## config.mk

```make
export PLATFORM = sky130hd
export DESIGN_NAME = paddle_motion
export DESIGN_NICKNAME = d
export VERILOG_FILES = /design/src/rtl/paddle_motion_pkg.sv /design/src/rtl/paddle_clamp.sv /design/src/rtl/paddle_motion.sv
export SDC_FILE = /design/constraint.sdc
export NUM_CORES = 1
export LEC_CHECK = 0
export ABC_AREA = 1
export CAP_MARGIN = 20
export CORE_MARGIN = 1
export CORE_UTILIZATION = 40
export DETAILED_ROUTE_END_ITERATION = 12
export GPL_ROUTABILITY_DRIVEN = 1
export PLACE_DENSITY = 0.7
export SETUP_SLACK_MARGIN = 0.4
export SYNTH_ARGS = -nofsm -noshare
export SYNTH_HDL_FRONTEND = slang
export SYNTH_SLANG_ARGS = --single-unit
```

## constraint.sdc

```tcl
create_clock -name clk -period 4.9 [get_ports clk]
set_input_delay 1.225 -clock clk [delete_from_list [all_inputs] [get_ports clk]]
set_output_delay 1.225 -clock clk [all_outputs]
set_load 0.02 [all_outputs]
```

## src/rtl/paddle_motion_pkg.sv

```systemverilog
// Shared paddle/ball definitions: control encodings and motion FSM states.
package paddle_motion_pkg;

  localparam int unsigned CTRL_W   = 2;
  localparam int unsigned SPEED_W  = 4;
  localparam int unsigned CNT_W    = 8;
  localparam int unsigned HALF_W_W = 7;

  localparam logic [CTRL_W-1:0] CTRL_NONE  = 2'd0;
  localparam logic [CTRL_W-1:0] CTRL_LEFT  = 2'd1;
  localparam logic [CTRL_W-1:0] CTRL_RIGHT = 2'd2;

  typedef enum logic [1:0] {
    ST_IDLE   = 2'd0,
    ST_MOVE_L = 2'd1,
    ST_MOVE_R = 2'd2
  } paddle_state_e;

endpackage

```

## src/rtl/paddle_clamp.sv

```systemverilog
// Combinational step-and-clamp of a paddle centre against its width-dependent limits.
module paddle_clamp
  import paddle_motion_pkg::*;
#(
  parameter int unsigned X_W         = 10,
  parameter int unsigned LEFT_BOUND  = 20,
  parameter int unsigned RIGHT_BOUND = 610
) (
  input  logic [X_W-1:0]      x,
  input  logic [HALF_W_W-1:0] half_w,
  input  logic [SPEED_W-1:0]  step,
  input  paddle_state_e       dir,
  output logic [X_W-1:0]      x_next,
  output logic                hit_edge,
  output logic                at_lo,
  output logic                at_hi
);

  localparam int unsigned XW1 = X_W + 1;

  logic [X_W:0] xw;
  logic [X_W:0] lo;
  logic [X_W:0] hi;
  logic [X_W:0] target;
  logic [X_W:0] res;

  // Limits, directional step (saturating at 0) and final clamp, all one bit wider than x.
  always_comb begin
    xw       = XW1'(x);
    lo       = XW1'(LEFT_BOUND) + XW1'(half_w);
    hi       = (XW1'(half_w) > XW1'(RIGHT_BOUND)) ? '0 : XW1'(RIGHT_BOUND) - XW1'(half_w);
    target   = xw;
    hit_edge = 1'b0;
    case (dir)
      ST_MOVE_L: begin
        target   = (XW1'(step) > xw) ? '0 : xw - XW1'(step);
        hit_edge = (target < lo);
      end
      ST_MOVE_R: begin
        target   = xw + XW1'(step);
        hit_edge = (target > hi);
      end
      default: ;
    endcase
    if (target < lo) begin
      res = lo;
    end else if (target > hi) begin
      res = hi;
    end else begin
      res = target;
    end
    x_next = X_W'(res);
    at_lo  = (res == lo);
    at_hi  = (res == hi);
  end

endmodule

```

## src/rtl/paddle_motion.sv

```systemverilog
// Player paddle: accelerating left/right motion on frame ticks, clamped to the playfield.
module paddle_motion
  import paddle_motion_pkg::*;
#(
  parameter int unsigned X_W         = 10,
  parameter int unsigned LEFT_BOUND  = 20,
  parameter int unsigned RIGHT_BOUND = 610,
  parameter int unsigned RESET_X     = 295,
  parameter int unsigned MAX_SPEED   = 8,
  parameter int unsigned ACCEL_TICKS = 4
) (
  input  logic                clk,
  input  logic                rst,
  input  logic                tick,
  input  logic [CTRL_W-1:0]   controls,
  input  logic [HALF_W_W-1:0] paddle_width,
  output logic [X_W-1:0]      paddle_x,
  output logic [SPEED_W-1:0]  speed,
  output logic                at_left,
  output logic                at_right
);

  if (LEFT_BOUND >= RIGHT_BOUND) begin : g_bad_bounds
    $error("paddle_motion: LEFT_BOUND must be below RIGHT_BOUND");
  end
  if (MAX_SPEED == 0 || MAX_SPEED > 15) begin : g_bad_speed
    $error("paddle_motion: MAX_SPEED must be in 1..15");
  end
  if (ACCEL_TICKS == 0 || ACCEL_TICKS > 255) begin : g_bad_accel
    $error("paddle_motion: ACCEL_TICKS must be in 1..255");
  end
  if (RIGHT_BOUND >= (2 ** X_W)) begin : g_bad_width
    $error("paddle_motion: RIGHT_BOUND does not fit in X_W bits");
  end

  // The tick that leaves IDLE counts as the first tick of sustained motion.
  localparam logic [CNT_W-1:0] ENTRY_CNT = (ACCEL_TICKS > 1) ? CNT_W'(1) : CNT_W'(0);

  paddle_state_e        state_q, state_d;
  logic [SPEED_W-1:0]   speed_q, spd_mv, speed_d;
  logic [CNT_W-1:0]     cnt_q, cnt_mv, cnt_d;
  logic [X_W-1:0]       x_q, x_d;
  logic                 at_left_q, at_right_q;
  logic                 hit_edge, at_lo, at_hi;

  // Motion FSM: next state, step size and acceleration counter before edge clamping.
  always_comb begin
    state_d = state_q;
    spd_mv  = speed_q;
    cnt_mv  = cnt_q;
    if (tick) begin
      case (state_q)
        ST_IDLE: begin
          if (controls == CTRL_LEFT) begin
            state_d = ST_MOVE_L;
            spd_mv  = SPEED_W'(1);
            cnt_mv  = ENTRY_CNT;
          end else if (controls == CTRL_RIGHT) begin
            state_d = ST_MOVE_R;
            spd_mv  = SPEED_W'(1);
            cnt_mv  = ENTRY_CNT;
          end
        end
        ST_MOVE_L, ST_MOVE_R: begin
          if ((state_q == ST_MOVE_L && controls == CTRL_LEFT) ||
              (state_q == ST_MOVE_R && controls == CTRL_RIGHT)) begin
            if ((9'(cnt_q) + 9'd1) >= 9'(ACCEL_TICKS)) begin
              cnt_mv = '0;
              if (speed_q < SPEED_W'(MAX_SPEED)) begin
                spd_mv = speed_q + SPEED_W'(1);
              end
            end else begin
              cnt_mv = cnt_q + CNT_W'(1);
            end
          end else if (controls == CTRL_LEFT || controls == CTRL_RIGHT) begin
            state_d = (controls == CTRL_LEFT) ? ST_MOVE_L : ST_MOVE_R;
            spd_mv  = SPEED_W'(1);
            cnt_mv  = '0;
          end else begin
            state_d = ST_IDLE;
            spd_mv  = '0;
            cnt_mv  = '0;
          end
        end
        default: begin
          state_d = ST_IDLE;
          spd_mv  = '0;
          cnt_mv  = '0;
        end
      endcase
    end
  end

  paddle_clamp #(
    .X_W         (X_W),
    .LEFT_BOUND  (LEFT_BOUND),
    .RIGHT_BOUND (RIGHT_BOUND)
  ) u_clamp (
    .x        (x_q),
    .half_w   (paddle_width),
    .step     (spd_mv),
    .dir      (state_d),
    .x_next   (x_d),
    .hit_edge (hit_edge),
    .at_lo    (at_lo),
    .at_hi    (at_hi)
  );

  // Running into an edge drops back to the slowest step without leaving the move state.
  always_comb begin
    speed_d = spd_mv;
    cnt_d   = cnt_mv;
    if (hit_edge) begin
      speed_d = SPEED_W'(1);
      cnt_d   = '0;
    end
  end

  // FSM state register.
  always_ff @(posedge clk or negedge rst) begin
    if (!rst) begin
      state_q <= ST_IDLE;
    end else begin
      state_q <= state_d;
    end
  end

  // Position, speed, counter and edge flags advance only on frame ticks.
  always_ff @(posedge clk or negedge rst) begin
    if (!rst) begin
      x_q        <= X_W'(RESET_X);
      speed_q    <= '0;
      cnt_q      <= '0;
      at_left_q  <= 1'b0;
      at_right_q <= 1'b0;
    end else if (tick) begin
      x_q        <= x_d;
      speed_q    <= speed_d;
      cnt_q      <= cnt_d;
      at_left_q  <= at_lo;
      at_right_q <= at_hi;
    end
  end

  assign paddle_x = x_q;
  assign speed    = speed_q;
  assign at_left  = at_left_q;
  assign at_right = at_right_q;

endmodule

```

# ---- After elaboration in Yosys (flattened, before gate mapping)
# Cells that the tools add are included.
dict set report word_totals {
  register_bits 26
  latch_bits 0
  ramBits 0
  romBits 0
  in_bits 12
  output_inout_bits 16
  word_cells 63
  mem_count 0
}
dict set report classes {
  n_addsub 7
  multipliers 0
  n_div 0
  order_cmp 7
  n_eq_ne 9
  shifts 0
  mux 27
  bitwise_logic 0
  reduce_logical 7
}
# op count
set op_table {}
lappend op_table {{two-way mux 8 bit} 5}
lappend op_table {{two-way mux 11 bit} 3}
lappend op_table {{two-way mux 4 bit} 7}
lappend op_table {{equality test 11 bit} 2}
lappend op_table {{> comparator 11 bit} 2}
lappend op_table {{less-than comparator 11 bit} 2}
lappend op_table {{case mux 11 bit (2 select lines)} 1}
lappend op_table {{case mux 8 bit (2 select lines)} 1}
lappend op_table {{two-way mux 2 bit} 6}
lappend op_table {{adder 10 x 4 -> 11 bit} 1}
lappend op_table {{subtractor 10 x 4 -> 11 bit} 1}
lappend op_table {{subtractor 10 x 7 -> 11 bit, first input constant} 1}
lappend op_table {{> comparator 4 x 10 -> 1 bit} 1}
lappend op_table {{adder 8 x 1 -> 9 bit, second input constant} 1}
lappend op_table {{>= comparator 9 x 3 -> 1 bit, second input constant} 1}
lappend op_table {{adder 5 x 7 -> 8 bit, first input constant} 1}
lappend op_table {{adder 8 x 1 -> 8 bit, second input constant} 1}
lappend op_table {{case mux 4 bit (2 select lines)} 1}
lappend op_table {{equality test 2 x 1 -> 1 bit, second input constant} 3}
lappend op_table {{equality test 2 bit, second input constant} 3}
lappend op_table {{adder 4 x 1 -> 4 bit, second input constant} 1}
lappend op_table {{less-than comparator 4 bit, second input constant} 1}
lappend op_table {{inequality test 4 bit, second input constant} 1}
lappend op_table {{case mux 2 bit (2 select lines)} 1}
lappend op_table {{other kinds (7)} 9}

# ---- Longest topological paths before layout
# Gate-level depths: netlist (run 1).
dict set report logic_depth {
  word_depth 13
  ltp_mapped 45
  ltp_nobuf 45
}

# ---- Hierarchy
# From an unflattened synthesis (run 1), not the netlist that was laid out.
dict set report hier_totals {
  cells_unflattened 700
  area_unflattened_um2 4305.4
}
# module n_inst cells_per_inst area_each_um2 seq_area_each_um2
set modules_own_cells {}
lappend modules_own_cells {paddle_clamp 1 521 2867.8 0.0}
lappend modules_own_cells {paddle_motion 1 179 1437.6 656.9}

# ---- Worst setup path before layout (run 1)
# OpenSTA, ideal clock, no wires.
dict set report synth_timing {
  path_kind {input port to flip-flop}
  from {in controls[0]}
  to {reg at_right_q, in the netlist at_right}
  setup_time_ns 0.066
  t_arrival_ns 5.221
  required_time_ns 4.834
  slack_ns -0.386
  path_stages 38
  path_buffers 1
  path_cell_list {inv_1 > ha_1 > inv_1 > o22ai_1 > nand2_1 > inv_1 > o21ai_0 > a21oi_1 > nor2_1 > nor2_1 > nor2_1 > nor2_1 > ha_1 > fa_1 > nand3_1 > nand2_1 > nand3_1 > nand3_1 > (+2 left out) > nand2_1 > o21ai_0 > inv_1 > ha_1 > a21oi_1 > nand2_1 > o21ai_0 > nand2_1 > a21oi_4 > nand3_4 > buf_6 > nand3_1 > nand3_1 > nor2_1 > nand2_1 > nor2_1 > nand2_1 > nand2_1}
}
dict set report synth_between {
  elab_chain_len 13
  elab_cells_between_ends 31
  classes_between {add/sub (2); order compare (3); eq/ne (5); mux (17); reduce/logical (4)}
}
# element line_no
set synth_rtl {}
lappend synth_rtl {{from (decl)} paddle_motion.sv:15} ;# input logic [CTRL_W-1:0] controls,
lappend synth_rtl {{equality test 2 x 1 -> 1 bit or equality test 2 bit (tied branches)} --}
lappend synth_rtl {{logical OR 1 bit (tied with other cells)} paddle_motion.sv:75} ;# end else if (controls == CTRL_LEFT || controls == CTRL_RIGHT) begin
lappend synth_rtl {{two-way mux 1 bit or logical OR 1 bit (tied branches)} {paddle_motion.sv:75, paddle_motion.sv:65}}
lappend synth_rtl {{two-way mux 4 bit} paddle_motion.sv:65} ;# if ((state_q == ST_MOVE_L && controls == CTRL_LEFT) ||
lappend synth_rtl {{case mux 4 bit (2 select lines)} paddle_motion.sv:52} ;# case (state_q)
lappend synth_rtl {{two-way mux 4 bit} paddle_motion.sv:51} ;# if (tick) begin
lappend synth_rtl {{subtractor 10 x 4 -> 11 bit or > comparator 4 x 10 -> 1 bit (tied branches)} paddle_clamp.sv:36} ;# target = (XW1'(step) > xw) ? '0 : xw - XW1'(step);
lappend synth_rtl {{two-way mux 11 bit} paddle_clamp.sv:36}
lappend synth_rtl {{case mux 11 bit (2 select lines) *} paddle_clamp.sv:34} ;# case (dir)
lappend synth_rtl {{> comparator 11 bit} paddle_clamp.sv:47} ;# end else if (target > hi) begin
lappend synth_rtl {{two-way mux 11 bit} paddle_clamp.sv:47}
lappend synth_rtl {{two-way mux 11 bit *} paddle_clamp.sv:45} ;# if (target < lo) begin
lappend synth_rtl {{equality test 11 bit *} paddle_clamp.sv:54} ;# at_hi = (res == hi);
lappend synth_rtl {{to (signal assigned)} paddle_motion.sv:141} ;# at_right_q <= at_hi;
lappend synth_rtl {{to (decl)} paddle_motion.sv:43} ;# logic at_left_q, at_right_q;
# Mark *: on every way between the ends. The rest lies on a longest branch, timed or not.
# A chain may end at the register's enable or synchronous reset.

# ---- Final worst setup path (run 1)
dict set report layout_timing {
  from {in controls[1]}
  to {reg at_right_q, in the netlist at_right}
}
# Same word-level chain as after synthesis.

==> results.toml, run 1 <==
[run_status]
outcome = "finished with violations"
violations = "negative setup slack"

[timing]
fmax_mhz = 174.8
tightest_slew_ns = 0.7162
fin_crit_ns = 5.722
rsz0062_at_grt = "true"
setup_slack_ns = -0.8219
setup_viol = 24
slew_viol_final = 0
hold_viol_final = 0
setup_tns_ns = -12.36
worst_clock_skew_ns = 0.004521
fin_crit_sh = 1.168
slew_headroom = 0.5211

[clock_network]
clkTransAtPathRegs_ns = 0.09
clk-insertion-delay-late_ns = 0.27
htree_levels = 1
root_buffer = "clkbuf_8"
ctsHoldBuffers = 0
numClockSinks = 26
cts_buffers = 3
cts.path.max_buffers = 2
cts_tree = "done"

[floorplanning]
dieArea_um2 = 10900
start_util = 0.4099
die_h_um = 104.4
io_pins = 28
die_w_um = 104.4
core_area_um2 = 10230
rows = 37

[place]
routabilityCongestion = 0.9516
io_buffers = 27
hpwl_um = 11570
place_area_um2 = 5560

[layout]
stdcell_area_um2 = 6573
antennaDiodeCount = 0
synthToLayoutAreaGrowth_pct = 56.71
drive_gt1_frac = 0.3591
nets = 952

[grt]
grt_max_degree = 24
gr-usage-all-layers = 0.2943
gr-total-overflow = 0
grtUsageMet3 = 0.02632
grt-busiest-layer = "met2"
grt_pass1_vias = 5320
antenna_found_initial = 0
use_met1 = 0.3432
grt_util_met2 = 0.5237
grt_pass1_wl_um = 25700

[drt]
wirelength_um = 17030
drc = 0
drtIter0Drc = 509
routed_via_density = 5.364
first_pass_iters = 5
ant_nets = 0
vias = 5450
wl_per_cell_um = 16.76

[synthesis]
synth_top_area_frac = 0.1915
synth-edff-count = 0
synth_ff_type = "dfrtp_1"
synth.area.top_cells = "nand2_1 (19%), ha_1 (17%), dfrtp_1 (13%)"
avgSynthCellArea_um2 = 6.096
yosysWarnings = 0
syn_area_um2 = 4194
syn_nets = 759
async_reset_ff_frac = 1.000
synth_top_area_cell = "nand2_1"
syn_inst = 688
synth_cell_types = 43
ys_ff_latch = 26
synth_seq_area_share = 0.1566

[worst_setup_path]
critPathMaxStageDelay_ns = 0.27
cp_max_fo = 7
cp.arrival_ns = 5.94
cp-end-kind = "register"
slowest_stage = "ha_2"
startpoint_type = "input port"
critPathKind = "in -> reg"
worstPathRequired_ns = 5.11

[job]
cap_violations = 0

[hold_path]
hp-class = "reg -> reg"
-- placed cells by master (no fill, tap or decap), drive strengths merged, types with 3 or more instances in the layout --
master and n:
clkdlybuf4s50 25, nand2 226, clkbuf 3, a21o 3
dfstp 5, nand4 28, inv 105, a211oi 3
o22ai 4, dfrtp 21, nand3 63, xor2 9
o21ai 29, buf 174, and2 4, a21oi 28
nor3 5, nand3b 6, nor2 66, ha 57
-- final timing paths --
check,start,to,slack (ns),depth (start not counted)
worst max-delay path,controls[1],at_right$_DFFE_PN0P_,-0.82,44
worst min-delay path,at_right$_DFFE_PN0P_,at_right$_DFFE_PN0P_,0.48,2
worst max register to register,cnt_q[0]$_DFFE_PN0P_,paddle_x[3]$_DFFE_PN0P_,-0.56,41
worst min register to register,at_right$_DFFE_PN0P_,at_right$_DFFE_PN0P_,0.48,2
max in group asynchronous,rst,paddle_x[8]$_DFFE_PN1P_,2.81,2
min in group asynchronous,rst,state_q[0]$_DFF_PN0_,1.37,1
-- layer usage --
metal  part of all wire  wire length, µm
met1               0.38             6508
met2               0.49             8386
met3              0.056              952
met4              0.069             1179
met5                  0                0
-- flip-flops by register name, indices dropped and copies added (netlist names) --
name and flops:
paddle_x 10, cnt_q 8, at_left 1, at_right 1, speed 4, state_q 2
-- stage by stage --
step	utilization	hold WS, ns	std cells	setup WS (ns)
after floorplan	-	0.4729	688	-0.1226
after global placement	0.5435	0.4611	954	-1.150
after detailed placement	0.5435	0.4725	954	-1.261
after CTS	0.6017	0.4934	1005	-0.4737
after global routing	0.6424	0.5200	1016	-1.098
final	0.6424	0.4815	1016	-0.8219
-- cells by family (layout without fill, tap and decap cells) --
kind of cell	after synthesis	after routing	synth area share
adder cells (fa/ha/maj)	59	59	0.1796
XOR/XNOR	10	10	0.02088
flip-flops	26	26	0.1566
buffers and inverters	121	309	0.1155
AND/OR/NAND/NOR	397	401	0.4233
AO/OA/AOI/OAI	75	75	0.1041
-- critical path, delay by kind of cell --
family	cells	cell delay, ns
compound gates	6	0.80
buf+inv	10	0.88
simple gates	24	2.14
fa+ha+maj	4	0.87
-- Yosys cell counts, types with 4 or more instances --
cell      instances
a21oi_1          25
and2_1            4
buf_2             7
clkbuf_1          5
dfrtp_1          21
dfstp_2           5
ha_1             57
inv_1           101
nand2_1         214
nand2_2           8
nand3_1          57
nand3b_1          6
nand4_1          28
nor2_1           62
nor3_1            5
o21ai_0          26
o22ai_1           4
xor2_1            9
-- layout make-up --
class / instances / area (µm²)
tap: 136 / 170.2
fill: 877 / 3659
timing repair buffer: 199 / 1708
inverter: 106 / 422.9
multi-input combinational: 545 / 3543
sequential: 26 / 656.9
clock buffer: 3 / 41.29
clock inverter: 1 / 30.03
-- what timing repair did --
action	4_1_cts	5_1_grt
gates cloned	5	0
resized for setup	62	88
hold endpoints to repair	0	0
endpoints found under the setup margin	24	24
pin swaps	52	44
buffers inserted	42	11
Power of run 1 is left out: the tool's default activity adds up to more than one toggle a clock period on the data nets, which glitch-free logic cannot reach.
==> run 2: changes to the inputs <==
--- a/config.mk
+++ b/config.mk
@@ -6,13 +6,15 @@
 export NUM_CORES = 1
 export LEC_CHECK = 0
 export ABC_AREA = 1
-export CAP_MARGIN = 20
+export CAP_MARGIN = 40
+export CORE_ASPECT_RATIO = 1.2
 export CORE_MARGIN = 1
 export CORE_UTILIZATION = 40
 export DETAILED_ROUTE_END_ITERATION = 12
 export GPL_ROUTABILITY_DRIVEN = 1
 export PLACE_DENSITY = 0.7
 export SETUP_SLACK_MARGIN = 0.4
+export SKIP_CTS_REPAIR_TIMING = 1
 export SYNTH_ARGS = -nofsm -noshare
 export SYNTH_HDL_FRONTEND = slang
 export SYNTH_SLANG_ARGS = --single-unit
==> results.toml, run 2 (same netlist as run 1, synthesis figures left out) <==
[floorplanning]
core_area_um2 = 10110
rows = 40
dieArea_um2 = 10900
die_h_um = 114.2
io_pins = 28
start_util = 0.4149
die_w_um = 95.48

[worst_setup_path]
rr_endpoint = "at_right$_DFFE_PN0P_"
reg2reg_depth = 45
cp-end-kind = "register"
critPathKind = "in -> reg"
reg2reg_from = "cnt_q[0]$_DFFE_PN0P_"
reg2reg_setup_slack_ns = -0.31
startpoint_type = "input port"
worstPathRequired_ns = 5.05
cp.arrival_ns = 5.69
critPathMaxStageDelay_ns = 0.38
cp_max_fo = 6
slowest_stage = "fa_2"
crit_top_cell = "nand2_1"

[drt]
wl_per_cell_um = 15.53
vias = 5176
wirelength_um = 15160
first_pass_iters = 5
drtIter0Drc = 347
drc = 0
routed_via_density = 5.303
ant_nets = 0

[timing]
slew_headroom = 0.5820
setup_slack_ns = -0.6363
setup_tns_ns = -6.672
hold_viol_final = 0
tightest_slew_ns = 0.6251
slew_viol_final = 0
worst_clock_skew_ns = 0.002040
fin_crit_ns = 5.536
fin_crit_sh = 1.130
rsz0062_at_grt = "true"
setup_viol = 24
fmax_mhz = 180.6

[clock_network]
clkTransAtPathRegs_ns = 0.07
cts.path.max_buffers = 2
cts_buffers = 3
cts_tree = "done"
numClockSinks = 26
clk-insertion-delay-late_ns = 0.26
htree_levels = 1
root_buffer = "clkbuf_16"

[hold_path]
hold_start = "cnt_q[7]$_DFFE_PN0P_"
hp-class = "reg -> reg"
holdPathStages = 2
min_to = "cnt_q[7]$_DFFE_PN0P_"

[layout]
stdcell_area_um2 = 6315
mostFrequentLayoutCells = "nand2_1 (174), buf_4 (130), inv_1 (89)"
n_fill_cell = 915
mostFrequentLayoutCell = "nand2_1"
nets = 921
synthToLayoutAreaGrowth_pct = 50.57
largest_register_ff_count = 10
drive_gt1_frac = 0.3345

[grt]
grt_max_degree = 24
gr-usage-all-layers = 0.2737
grt_pass1_vias = 4983
gr-total-overflow = 0
grt_pass1_wl_um = 23220
antenna_found_initial = 0

[job]
cap_violations = 0

[run_status]
outcome = "finished with violations"
violations = "negative setup slack"

[place]
place_area_um2 = 5625
hpwl_um = 12170
routabilityCongestion = 0.9941
io_buffers = 27
[run 2: cell types whose count changed in the layout (fill, tap and decap cells not counted), sizes merged]
cell / previous run / this run
clkbuf: 3 / 4
nand3: 63 / 60
buf: 174 / 144
diode: 0 / 1
dlymetal6s2s: 0 / 1
[run 2: metrics by stage]
step           setup slack, ns  hold slack, ns    util  cells
6_report               -0.6363          0.4972  0.6246    976
5_1_grt                -0.9397          0.5123  0.6244    975
4_1_cts                 -1.045          0.4964  0.5668    954
3_5_place_dp            -1.296          0.4810  0.5564    950
3_3_place_gp            -1.201          0.4674  0.5537    949
2_1_floorplan          -0.1226          0.4729       -    688
[run 2: cell type report]
type,instances,area (µm²),share of cell area
Multi-Input combinational cell,542,3505,0.5550
Timing Repair Buffer,171,1468,0.2324
Sequential cell,26,656.9,0.1040
Inverter,106,420.4,0.06657
Tap cell,126,157.7,0.02497
Clock buffer,3,75.07,0.01189
Clock inverter,1,30.03,0.004755
Antenna cell,1,2.502,0.0003963
[run 2: worst max-delay path by stage]
stage | from | slack, ns | end | cells past startpoint
final | controls[1] | -0.64 | at_right$_DFFE_PN0P_ | 45
after global routing | controls[1] | -0.94 | at_left$_DFFE_PN0P_ | 44
after CTS | controls[1] | -1.05 | at_right$_DFFE_PN0P_ | 43
after detailed placement | controls[1] | -1.30 | at_right$_DFFE_PN0P_ | 43
after global placement | controls[1] | -1.20 | at_right$_DFFE_PN0P_ | 40
after floorplan | controls[1] | -0.12 | at_right$_DFFE_PN0P_ | 39
[run 2: worst max-delay path, delay by kind of cell]
kind,cells,cell delay [ns]
AO/OA/AOI/OAI,6,0.76
buffers and inverters,9,0.87
AND/OR/NAND/NOR,26,1.83
adder cells (fa/ha/maj),4,0.99
[run 2: layer usage]
metal  up-vias  routed length, µm  part of all wire  track usage
met1      2429               6161              0.41       0.3155
met4         0                811             0.053       0.1582
met5         -                  0                 0            0
met3        48                490             0.032      0.01793
met2       140               7698              0.51       0.4900
li1       2559                  -                 -            -
Power of run 2 is left out for the same reason.
==> run 3: changes to the inputs <==
--- a/config.mk
+++ b/config.mk
@@ -10,6 +10,7 @@
 export CORE_ASPECT_RATIO = 1.2
 export CORE_MARGIN = 1
 export CORE_UTILIZATION = 40
+export CTS_BUF_LIST = sky130_fd_sc_hd__clkbuf_16
 export DETAILED_ROUTE_END_ITERATION = 12
 export GPL_ROUTABILITY_DRIVEN = 1
 export PLACE_DENSITY = 0.7
==> results of run 3 <==
The final DEF is identical to that of run 2; final timing and power are the same.
Power of run 3 is left out for the same reason.
